## config.mk

```make
export PLATFORM = sky130hd
export DESIGN_NAME = bios_wdt_core
export DESIGN_NICKNAME = d
export VERILOG_FILES = /design/src/rtl/bios_wdt_core.sv
export SDC_FILE = /design/constraint.sdc
export NUM_CORES = 1
export LEC_CHECK = 0
export ABC_AREA = 1
export CAP_MARGIN = 20
export CORE_MARGIN = 4
export CORE_UTILIZATION = 26
export CTS_BUF_LIST = sky130_fd_sc_hd__clkbuf_2
export DETAILED_ROUTE_END_ITERATION = 12
export PLACE_DENSITY = 0.53
export SLEW_MARGIN = 20
export SYNTH_ARGS = -nofsm -noshare
export SYNTH_HDL_FRONTEND = slang
export SYNTH_SLANG_ARGS = --single-unit
```

## constraint.sdc

```tcl
create_clock -name CLK32768 -period 1.56 [get_ports CLK32768]
set_input_delay 0.312 -clock CLK32768 [delete_from_list [all_inputs] [get_ports CLK32768]]
set_output_delay 0.312 -clock CLK32768 [all_outputs]
set_load 0.01 [all_outputs]
```

## src/rtl/bios_wdt_core.sv

```systemverilog
// BIOS watchdog engine: unlock/command sequencer, seconds countdown, expiry reset request.
// Optional pre-timeout warning output enabled by defining BIOS_WDT_PRETIMEOUT_EN.
module bios_wdt_core #(
  parameter int unsigned TIMEOUT_SEC  = 180,
  parameter int unsigned CNT_W        = 8,
  parameter int unsigned UNLOCK_WIN   = 16,
  parameter int unsigned RST_PULSE    = 32,
  parameter bit          ARM_AT_RESET = 1'b1,
  parameter int unsigned PRE_SEC      = 10
) (
  input  logic             MainResetN,
  input  logic             CLK32768,
  input  logic [4:0]       bCPUWrWdtRegSig,
  output logic             WdtArmed,
  output logic [CNT_W-1:0] WdtCount,
  output logic             WdtExpired,
  output logic             WdtRstReqN,
  output logic             WdtPreWarn
);

  localparam int unsigned WIN_W = $clog2(UNLOCK_WIN + 1);
  localparam int unsigned PUL_W = $clog2(RST_PULSE + 1);
  localparam logic [CNT_W-1:0] RELOAD   = CNT_W'(TIMEOUT_SEC);
  localparam logic [WIN_W-1:0] WIN_LOAD = WIN_W'(UNLOCK_WIN);
  localparam logic [PUL_W-1:0] PUL_LOAD = PUL_W'(RST_PULSE);

  typedef enum logic [2:0] {OFF, OFF_UNL, RUN, RUN_UNL, EXP} state_e;
  typedef enum logic [2:0] {CMD_NONE, CMD_UNL, CMD_ARM, CMD_DIS, CMD_KICK, CMD_BAD} cmd_e;

  state_e           state;
  cmd_e             cmd;
  logic [4:0]       s1, s2, s3, ev;
  logic [14:0]      presc;
  logic [WIN_W-1:0] win;
  logic [PUL_W-1:0] pulseCnt;
  logic             inRun, tick1s, winLast, reloadHit, disHit;

  always_ff @(posedge CLK32768 or negedge MainResetN) begin
    if (!MainResetN) begin
      s1 <= '0;
      s2 <= '0;
      s3 <= '0;
    end else begin
      s1 <= bCPUWrWdtRegSig;
      s2 <= s1;
      s3 <= s2;
    end
  end

  // Each strobe bit toggles once per CPU write; an edge on s2 is one command.
  always_comb begin
    ev  = s2 ^ s3;
    cmd = CMD_NONE;
    case (ev)
      5'b00000: cmd = CMD_NONE;
      5'b00001: cmd = CMD_UNL;
      5'b00010: cmd = CMD_ARM;
      5'b00100: cmd = CMD_DIS;
      5'b01000: cmd = CMD_KICK;
      default:  cmd = CMD_BAD;
    endcase
  end

  always_comb begin
    inRun     = (state == RUN) || (state == RUN_UNL);
    tick1s    = inRun && (presc == '1);
    winLast   = (win <= WIN_W'(1));
    reloadHit = ((state == RUN_UNL) && ((cmd == CMD_KICK) || (cmd == CMD_ARM))) ||
                ((state == OFF_UNL) && (cmd == CMD_ARM));
    disHit    = (state == RUN_UNL) && (cmd == CMD_DIS);
  end

  always_ff @(posedge CLK32768 or negedge MainResetN) begin
    if (!MainResetN) begin
      state      <= ARM_AT_RESET ? RUN : OFF;
      presc      <= '0;
      win        <= '0;
      pulseCnt   <= '0;
      WdtCount   <= RELOAD;
      WdtArmed   <= ARM_AT_RESET;
      WdtExpired <= 1'b0;
      WdtRstReqN <= 1'b1;
    end else begin
      case (state)
        OFF: begin
          if (cmd == CMD_UNL) begin
            state <= OFF_UNL;
            win   <= WIN_LOAD;
          end
        end
        OFF_UNL: begin
          case (cmd)
            CMD_ARM: begin
              state    <= RUN;
              WdtArmed <= 1'b1;
              WdtCount <= RELOAD;
              presc    <= '0;
              win      <= '0;
            end
            CMD_UNL: win <= WIN_LOAD;
            CMD_NONE: begin
              if (winLast) begin
                state <= OFF;
                win   <= '0;
              end else begin
                win <= win - 1'b1;
              end
            end
            default: begin
              state <= OFF;
              win   <= '0;
            end
          endcase
        end
        RUN, RUN_UNL: begin
          // Reloading commands take priority over a same-cycle tick1s.
          if (disHit) begin
            state    <= OFF;
            WdtArmed <= 1'b0;
            WdtCount <= RELOAD;
            presc    <= '0;
            win      <= '0;
          end else if (reloadHit) begin
            state    <= RUN;
            WdtCount <= RELOAD;
            presc    <= '0;
            win      <= '0;
          end else begin
            if (cmd == CMD_UNL) begin
              state <= RUN_UNL;
              win   <= WIN_LOAD;
            end else if ((state == RUN_UNL) &&
                         ((cmd == CMD_BAD) || ((cmd == CMD_NONE) && winLast))) begin
              state <= RUN;
              win   <= '0;
            end else if (state == RUN_UNL) begin
              win <= win - 1'b1;
            end
            presc <= presc + 15'd1;
            if (tick1s) begin
              if (WdtCount == CNT_W'(1)) begin
                state      <= EXP;
                WdtCount   <= '0;
                WdtArmed   <= 1'b0;
                WdtExpired <= 1'b1;
                pulseCnt   <= PUL_LOAD;
                presc      <= '0;
                win        <= '0;
              end else begin
                WdtCount <= WdtCount - 1'b1;
              end
            end
          end
        end
        EXP: begin
          if (pulseCnt != '0) begin
            WdtRstReqN <= 1'b0;
            pulseCnt   <= pulseCnt - 1'b1;
          end else begin
            WdtRstReqN <= 1'b1;
          end
        end
        default: state <= OFF;
      endcase
    end
  end

`ifdef BIOS_WDT_PRETIMEOUT_EN
  always_ff @(posedge CLK32768 or negedge MainResetN) begin
    if (!MainResetN) begin
      WdtPreWarn <= 1'b0;
    end else if (reloadHit || disHit) begin
      WdtPreWarn <= 1'b0;
    end else if (tick1s && (WdtCount == CNT_W'(PRE_SEC + 1))) begin
      WdtPreWarn <= 1'b1;
    end
  end
`else
  assign WdtPreWarn = 1'b0;
`endif

endmodule

```

Yosys cells after proc, flatten, opt, wreduce, memory -nomap -nowiden
Cells that the tools add are included.
{ "totals": {"ff_bits": 55, "inputBits": 7, "output_inout_bits": 12} }
{ "op_classes": {"n_addsub": 4, "magnitude_cmp": 1, "eq_ne": 28, "mux": 47, "bitwise_logic": 4, "reduce_logical": 25} }
{ "ops": {"columns": ["op", "count"], "rows": [
  ["two-way mux 15 bit", 5],
  ["two-way mux 5 bit", 9],
  ["two-way mux 8 bit", 5],
  ["two-way mux 6 bit", 5],
  ["one-hot mux 15 bit (2 select lines)", 1],
  ["two-way mux 3 bit", 8],
  ["!= test 2 bit (second input constant)", 8],
  ["one-hot mux 8 bit (2 select lines)", 1],
  ["adder 15 x 1 -> 15 bit (second input constant)", 1],
  ["== test 15 bit (second input constant)", 1],
  ["one-hot mux 3 bit (5 select lines)", 1],
  ["one-hot mux 5 bit (3 select lines)", 1],
  ["== test 3 x 2 -> 1 bit (second input constant)", 4],
  ["!= test 3 bit (second input constant)", 4],
  ["one-hot mux 3 bit (4 select lines)", 1],
  ["one-hot mux 6 bit (2 select lines)", 1],
  ["one-hot mux 5 bit (2 select lines)", 1],
  ["AND reduction 5 bit", 2],
  ["== test 3 bit (second input constant)", 3],
  ["one-hot mux 3 bit (3 select lines)", 1],
  ["== test 8 x 1 -> 1 bit (second input constant)", 1],
  ["subtractor 8 x 1 -> 8 bit (second input constant)", 1],
  ["== test 3 x 1 -> 1 bit (second input constant)", 2],
  ["logical AND 1 bit", 6],
  ["23 further kinds", 36]
]} }

Logic depth before layout (Yosys ltp)
Gate-level depths: netlist of run 1.
{ "logic_depth": {"ltp_word": 14, "mapped_depth": 13, "mapped_depth_nobuf": 13} }

Worst setup path before layout of run 1
Ideal clock, no wire load.
{ "synth_path": {"path_kind": "flip-flop to flip-flop", "from": "register s2[3]", "to": "register WdtCount[6]", "setup_time_ns": 0.118, "t_arrival_ns": 1.574, "t_required_ns": 1.442, "setup_slack_ns": -0.132, "path_stages_with_launch": 13, "period_less_slack_ns": 1.692, "cell_sequence": "dfrtp_1 -> inv_1 -> nand2_1 -> nand2_1 -> nand3_2 -> nor2_2 -> nand3_1 -> nand2_2 -> nor2_8 -> a21boi_4 -> inv_4 -> nand2_1 -> o21ai_2"} }
{ "synth_between": {"elab_chain_cells": 10} }
{ "synth_lines": {"columns": ["element", "line", "text"], "rows": [
  ["start: declaration", "32", "logic [4:0] s1, s2, s3, ev;"],
  ["start signal: assignment", "41", "s2 <= '0;"],
  ["start signal: assignment", "45", "s2 <= s1;"],
  ["bitwise XOR 5 bit *", "52", "ev = s2 ^ s3;"],
  ["== test 5 x 4 -> 1 bit, or another cell as far along", "54", "case (ev)"],
  ["one-hot mux 3 bit (5 select lines) *", "54", null],
  ["== test 3 bit or == test 3 x 2 -> 1 bit (tied branches)", "68, 69, 92", null],
  ["logical OR 1 bit", "68", "reloadHit = ((state == RUN_UNL) && ((cmd == CMD_KICK) || (cmd == CMD_ARM))) ||"],
  ["logical AND 1 bit", "68", null],
  ["logical OR 1 bit", "68", null],
  ["two-way mux 8 bit", "123", "end else if (reloadHit) begin"],
  ["two-way mux 8 bit", "117", "if (disHit) begin"],
  ["one-hot mux 8 bit (2 select lines)", "84", "case (state)"],
  ["end signal: assignment", "150", "WdtCount <= WdtCount - 1'b1;"],
  ["end: declaration", "15", "output logic [CNT_W-1:0] WdtCount,"]
]} }
Mark *: on every way between the ends. The rest lies on a longest branch, timed or not.
A chain may end at the register's enable or synchronous reset.

Worst setup path after layout of run 1
Same ends and word-level chain as after synthesis.

==> results of run 1 <==
[through the flow]
stage	total power (W)	util, %	setup TNS, ps	hold WS, ps
after floorplan	0.00360	-	-1080	16.4
after global placement	0.00491	35.1	-5380	340
after detailed placement	0.00495	35.1	-7450	336
after CTS	0.00589	37.9	-6470	187
after global routing	0.00656	40.0	-11830	142
final	0.00605	40.0	-5540	244
[cell families after synthesis]
logic type | Yosys count | share of synthesized area (%)
xor+xnor | 17 | 4.97
simple gates | 213 | 31.5
flops | 55 | 44.0
other cells | 1 | 0.119
fa+ha+maj | 7 | 2.78
buf+inv | 56 | 7.00
compound gates | 50 | 9.63
[Yosys cell counts, types with 2 or more instances]
cell type and n:
nor2_2 3, inv_2 3, buf_4 2, nand4_1 10, a21oi_1 9, nand3b_1 3
nand3_2 3, o21ai_2 3, nand2_2 6, xor2_1 11, ha_1 7, o21ai_0 24
nand2_1 94, dfstp_2 7, inv_1 49, nor2_4 3, o21ai_1 3, nor2_1 41
dfrtp_1 48, xnor2_1 5, nor3_1 10, nand3_1 36, o22ai_1 4
[final timing paths]
kind,endpoint,cells past startpoint,from
max reg2reg,WdtCount[6]$_DFFE_PN0P_,12,s2[3]$_DFF_PN0_
min reg2reg,s2[0]$_DFF_PN0_,0,s1[0]$_DFF_PN0_
min,s1[1]$_DFF_PN0_,1,bCPUWrWdtRegSig[1]
max in group asynchronous,WdtRstReqN$_DFFE_PN1P_,3,MainResetN
max,WdtCount[6]$_DFFE_PN0P_,12,s2[3]$_DFF_PN0_
min in group asynchronous,presc[4]$_DFFE_PN0P_,3,MainResetN
[state kept, by name (all words and copies together) (netlist names)]
register and cells:
pulseCnt 6, WdtExpired 1, s3 5, s1 5, WdtRstReqN 1, WdtCount 8, s2 5, WdtArmed 1
presc 15, state 3, win 5
[area by class of cell]
class	count	area (um2)	share of cell area, %
multi-input cells	288	1860	40.1
flip-flops and latches	55	1390	29.9
repair buffers	113	960	20.7
inverters	53	209	4.50
well taps	143	179	3.85
clock buffers	5	25.0	0.539
clock inverters	3	23.8	0.512
[power groups by stage]
stage | registers (W) | logic [W] | clock network [W]
global route | 0.00194 | 0.00391 | 0.000714
global placement | 0.00191 | 0.00300 | 0
floorplan | 0.00203 | 0.00156 | 0
finish | 0.00190 | 0.00354 | 0.000607
detailed placement | 0.00192 | 0.00303 | 0
CTS | 0.00190 | 0.00333 | 0.000659
[layer usage]
metal  GRT usage, %  share of wire [%]  up-vias  routed length (um)
met3           1.73                3.1        8                 241
met2           19.4                 51       43                3950
met4           2.93               0.88        0                  68
met5              0                  0        -                   0
met1           14.1                 45     1415                3480
li1               -                  -     1519                   -
[critical path, stage by stage (launching register included)]
cell,delay (ps)
dfrtp_1,490
inv_2,80
nand2_2,50
nand2_2,100
nand3_2,100
nor2_4,170
nand2_4,80
nand2_4,100
nor2_8,50
a21boi_4,260
inv_4,120
nand2_1,90
o21ai_2,50
[timing repair]
item | CTS | global route
setup endpoints to repair | 50 | 47
hold buffers | 1 | 0
setup buffers | 14 | 6
pin swaps | 18 | 22
endpoints found under the hold margin | 48 | 0
resized for setup | 107 | 48
==> metrics.md, run 1 <==
| Metric | Value |
|---|---|
| Status | complete, but fails checks |
| Failing checks | negative setup slack |
| Async set or reset register ratio after synthesis | 100% |
| R2R Setup Slk | -240 ps |
| Post-synth EDFFs | 0 |
| Core footprint | 11600 um2 |
| Worst Path Required | 1950 ps |
| Sw power | 0.00249 W |
| Setup CP Type | reg2reg |
| Worst IR Drop VDD | 511 uV |
| Layout Area Growth over Synthesis | 47.6% |
| GRT overflow | 0 |
| Sequential element share of the synthesized area | 44.0% |
| Max H-tree Level | 2 |
| Fin cells | 660 |
| Boundary pin count | 19 |
| Largest net degree at the start of global routing | 56 |
| Initial antenna violation count | 0 |
| Commonest cells after routing, fill and taps aside | nand2_1 (77), buf_4 (76), dfrtp_1 (47) |
| Initial drt markers | 132 |
| I/O Buffers | 17 |
| Vias/cell | 4.52 |
| Die Y | 118 um |
| Comb pwr share | 58.5% |
| Cell variety after synth | 38 |
| DRT Pass-1 Iters | 5 |
| Power Internal | 0.00356 W |
| Synth Flop Type | dfrtp_1 |
| P per Cell Area | 1300 nW/um2 |
| Area contributors post-synth | dfrtp_1 (38%), nand2_1 (11%), dfstp_2 (5.8%), inv_1 (5.8%), nand3_1 (5.7%) |
| Die width | 118 um |
| Commonest non-fill, non-tap cell in the layout | nand2_1 |
| Clk Tree Root Cell | clkbuf_2 |
| Synthesized area | 3150 um2 |
| First-pass GRT wire length | 13100 um |
| Count of final setup violators | 40 |
| Die area | 13900 um2 |
| Worst setup SP type | flop |
| Detail Route Antenna Nets | 0 |
| Part of the power in the clock network | 10.0% |
| Drt wl/cell | 11.7 um |
| Fillers | 1165 |
| CTS tree | built |
| Synth top area share | 38.2% |
| Worst skew pair latency | 450 ps |
| Yosys top cell by area | dfrtp_1 |
| Ratio of cells with drive above 1 in the final layout | 41.2% |
| Post-Syn Instances | 399 |
| Fin nets | 530 |
| Cts bufs inserted | 5 |
| Routability cong. | 0.811 |
| Number of remaining DRC errors | 0 |
| Max Root-Sink Buffers | 2 |
| Clock sink count | 55 |
| All-layer global routing usage | 11.1% |
| YS warnings | 0 |
| Layout Skew | 8.24 ps |
| HP Class | in2reg |
| Initial core utilization | 27.1% |
| DP HPWL | 5530 um |
| Dpl cells | 632 |
| Data arrival, critical path | 2190 ps |
| Number of global-route vias before repair | 2915 |
| Max-cap check violation count | 0 |
| Tmin final | 1800 ps |
| Crit Path Max Fanout | 10 |
| Syn avg cell area | 7.88 um2 |
| Row cnt | 39 |
| Syn_nets | 413 |
| Switching portion of total power | 41.1% |
| Sequential share of power | 31.4% |
| Total Wirelength | 7750 um |
| Lkg Pwr | 2.23 nW |
| Diodes inserted | 0 |
| Placement Setup Slack | -305 ps |
| Post-DP Area | 4080 um2 |
| Final period util | 115% |
| Worst setup EP type | flop |
| Yosys reg bits | 55 |
| Worst Slack Setup Final | -239 ps |
| Via count | 2985 |
| Fmax | 0.556 GHz |
| RSZ-0062 raised after global routing | yes |
| Clk slew on worst S/H paths | 300 ps |
| Final hold viol count | 0 |
| Final Slew Violations | 0 |
| Post-route cell area | 4640 um2 |
Note: power is estimated with default switching activity, not from simulation.
==> run 2, diff against run 1 <==
--- a/config.mk
+++ b/config.mk
@@ -5,7 +5,6 @@
 export SDC_FILE = /design/constraint.sdc
 export NUM_CORES = 1
 export LEC_CHECK = 0
-export ABC_AREA = 1
 export CAP_MARGIN = 20
 export CORE_MARGIN = 4
 export CORE_UTILIZATION = 26
==> run 2 against run 1 <==
  * The run still ends with negative setup slack left
  * Flip-flop and latch count did not move
  * Clock skew rose by 5.7 ps
  * First-iteration DRC count fell by 13%
  * Area after synthesis fell by 9.0%
  * Via count fell by 6.8%
  * Critical endpoint is now pulseCnt[1]$_DFFE_PN0P_
  * Final cell count fell by 12%
  * Register-to-register slack got worse by 290 ps
  * Core utilization rose by 5.0 points
  * Largest cell class unchanged
==> metrics.md, run 2 <==
| Metric | Value |
|---|---|
| Status | complete, but fails checks |
| Failing checks | negative setup slack |
| Die area | 12700 um2 |
| I/O Buffers | 17 |
| R2R Setup Slk | -530 ps |
| Total Wirelength | 8410 um |
| Final hold viol count | 0 |
| Area contributors post-synth | dfrtp_1 (42%), dfstp_2 (6.4%), nor2_1 (3.9%), nand2_1 (3.4%), xnor2_1 (3.4%) |
| Initial drt markers | 115 |
| Post-synthesis mux area share | 0.743% |
| Synth top area share | 42.0% |
| Hold WS | 210 ps |
| Main combinational cell family by area after synthesis | simple AND/OR/NAND/NOR gates |
| Part of the power in the clock network | 12.2% |
| Synth Area in XOR/XNOR | 6.08% |
| Row cnt | 38 |
| Die width | 113 um |
| Setup CP Type | reg2reg |
| Comb pwr share | 51.8% |
| Met1 usage | 17.2% |
| Clk Tree Root Cell | clkbuf_2 |
| Syn avg cell area | 9.77 um2 |
| Fin cells | 582 |
| Met3 global-route usage | 2.73% |
| Biggest regs | presc: 15 flops, WdtCount: 8 flops, pulseCnt: 6 flops |
| Max Root-Sink Buffers | 2 |
| Post-synth EDFFs | 0 |
| YS warnings | 0 |
| Fin nets | 456 |
| First-pass GRT wire length | 13900 um |
| Via count | 2781 |
| Boundary pin count | 19 |
| Register area | 1390 um2 |
| Core footprint | 10800 um2 |
| GRT overflow | 0 |
| Final Slew Violations | 0 |
| Largest Register | presc |
| Worst setup SP type | flop |
| Switching portion of total power | 36.4% |
| Grt met2 use | 22.4% |
| Async set or reset register ratio after synthesis | 100% |
| GR peak layer | met2 |
| Dpl cells | 540 |
| Count of final setup violators | 43 |
| Initial antenna violation count | 0 |
| Ratio of cells with drive above 1 in the final layout | 51.6% |
| Post-route cell area | 4850 um2 |
| Diodes inserted | 0 |
| Cell Chain, Critical Path | or4_4 > or3_4 > nor2_8 > o32ai_4 > a21oi_4 > mux2_4 |
| Lkg Pwr | 2.19 nW |
| Simple-gate share of the synthesized area | 21.7% |
| Routability cong. | 0.885 |
| Fmax | 0.479 GHz |
| Cell with the most instances after synthesis | dfrtp_1 |
| Sequential element share of the synthesized area | 48.4% |
| DRT Pass-1 Iters | 4 |
| Cell variety after synth | 59 |
| Largest net degree at the start of global routing | 56 |
| Synthesized area | 2860 um2 |
| Post-synthesis compound-gate area fraction | 16.7% |
| Slowest CP cell | or4_4 |
| Yosys reg bits | 55 |
| Crit Path Max Fanout | 3 |
| Number of remaining DRC errors | 0 |
| Max-cap check violation count | 0 |
| Number of global-route vias before repair | 2928 |
| Post-DP Area | 3950 um2 |
| CTS tree | built |
| Clk slew on worst S/H paths | 290 ps |
| Tmin final | 2090 ps |
| Cts bufs inserted | 5 |
| Post-Syn Instances | 293 |
| Worst Path Required | 1970 ps |
| Slowest stage delay, CP | 530 ps |
| Data arrival, critical path | 2500 ps |
| HP Class | in2reg |
| Yosys top cell by area | dfrtp_1 |
| Sw power | 0.00178 W |
| Synth Flop Type | dfrtp_1 |
| Sequential share of power | 36.0% |
| Max H-tree Level | 2 |
| Syn_nets | 307 |
| All-layer global routing usage | 13.4% |
| Layout Skew | 13.9 ps |
| Max reg flops | 15 |
| Commonest non-fill, non-tap cell in the layout | buf_4 |
| Die Y | 113 um |
| Post-synth top cells | dfrtp_1 (48), nor2_1 (30), nand2_1 (26) |
| Final period util | 134% |
| P per Cell Area | 1010 nW/um2 |
| Clock sink count | 55 |
| Worst skew pair latency | 490 ps |
| Vias/cell | 4.78 |
| Worst IR Drop VDD | 754 uV |
| Multi-input gate area | 1880 um2 |
| Worst Slack Setup Final | -529 ps |
| Power Internal | 0.00311 W |
| Commonest cells after routing, fill and taps aside | buf_4 (96), dfrtp_1 (42), buf_6 (40) |
| Layout Area Growth over Synthesis | 69.4% |
| Fillers | 985 |
| DP HPWL | 5420 um |
| Synth Area in Adders | 3.06% |
| RSZ-0062 raised after global routing | yes |
| Initial core utilization | 26.5% |
| Drt wl/cell | 14.4 um |
| Detail Route Antenna Nets | 0 |
| Worst setup EP type | flop |
-- run 2: power groups by stage --
stage               clock network (W)  registers (W)  logic, W
floorplan                           0        0.00186  0.000853
global placement                    0        0.00176   0.00186
detailed placement                  0        0.00177   0.00188
CTS                          0.000624        0.00175   0.00226
global route                 0.000674        0.00179   0.00277
finish                       0.000596        0.00176   0.00254
-- run 2: per-layer routing --
metal	vias to the layer above	part of all wire, %
met5	-	0
met4	0	1.4
met3	11	3.7
met2	54	51
met1	1354	44
li1	1362	-
-- run 2: cell type report --
class | instances | share of cell area, %
Clock inverter | 2 | 0.361
Multi-Input combinational cell | 218 | 38.8
Timing Repair Buffer | 148 | 26.9
Sequential cell | 55 | 28.7
Clock buffer | 5 | 0.516
Tap cell | 140 | 3.61
Inverter | 14 | 1.08
-- run 2: critical path, delay by kind of cell, from the launching register on --
kind / cells / cell delay [ps]
muxes: 1 / 310
DFF: 1 / 440
and+or+nand+nor: 3 / 1020
AOI/OAI and AO/OA: 2 / 260
-- run 2: path summary, 6_finish.rpt --
check / depth (start not counted) / end / start
setup / recovery: 6 / pulseCnt[1]$_DFFE_PN0P_ / WdtCount[4]$_DFFE_PN1P_
hold reg to reg: 0 / s2[1]$_DFF_PN0_ / s1[1]$_DFF_PN0_
min in group asynchronous: 3 / win[0]$_DFFE_PN0P_ / MainResetN
setup reg to reg: 6 / pulseCnt[1]$_DFFE_PN0P_ / WdtCount[4]$_DFFE_PN1P_
max in group asynchronous: 3 / WdtCount[2]$_DFFE_PN1P_ / MainResetN
hold / removal: 1 / s1[0]$_DFF_PN0_ / bCPUWrWdtRegSig[0]
-- run 2: kinds of logic (layout without fill, tap and decap cells) --
kind of cell,after synthesis,in the layout
AO/OA/AOI/OAI,71,71
AND/OR/NAND/NOR,118,118
other,1,1
multiplexers,2,2
buffers and inverters,20,169
XOR/XNOR,19,19
flip-flops,55,55
adder cells (fa/ha/maj),7,7
-- run 2: through the flow --
stage / setup TNS [ps] / power (W) / util (%) / setup slack (ps)
6_report: -15960 / 0.00489 / 44.9 / -529
5_1_grt: -19160 / 0.00523 / 44.9 / -585
4_1_cts: -14450 / 0.00464 / 41.3 / -518
3_5_place_dp: -14990 / 0.00365 / 36.6 / -551
3_3_place_gp: -14990 / 0.00362 / 36.6 / -534
2_1_floorplan: -10240 / 0.00271 / - / -631
-- run 2: timing repair --
item / 4_1_cts / 5_1_grt
cloned: 1 / 0
endpoints found under the hold margin: 48 / 0
resized for setup: 119 / 53
hold buffers: 1 / 0
pin swaps: 20 / 32
setup endpoints to repair: 50 / 48
setup buffers: 19 / 20
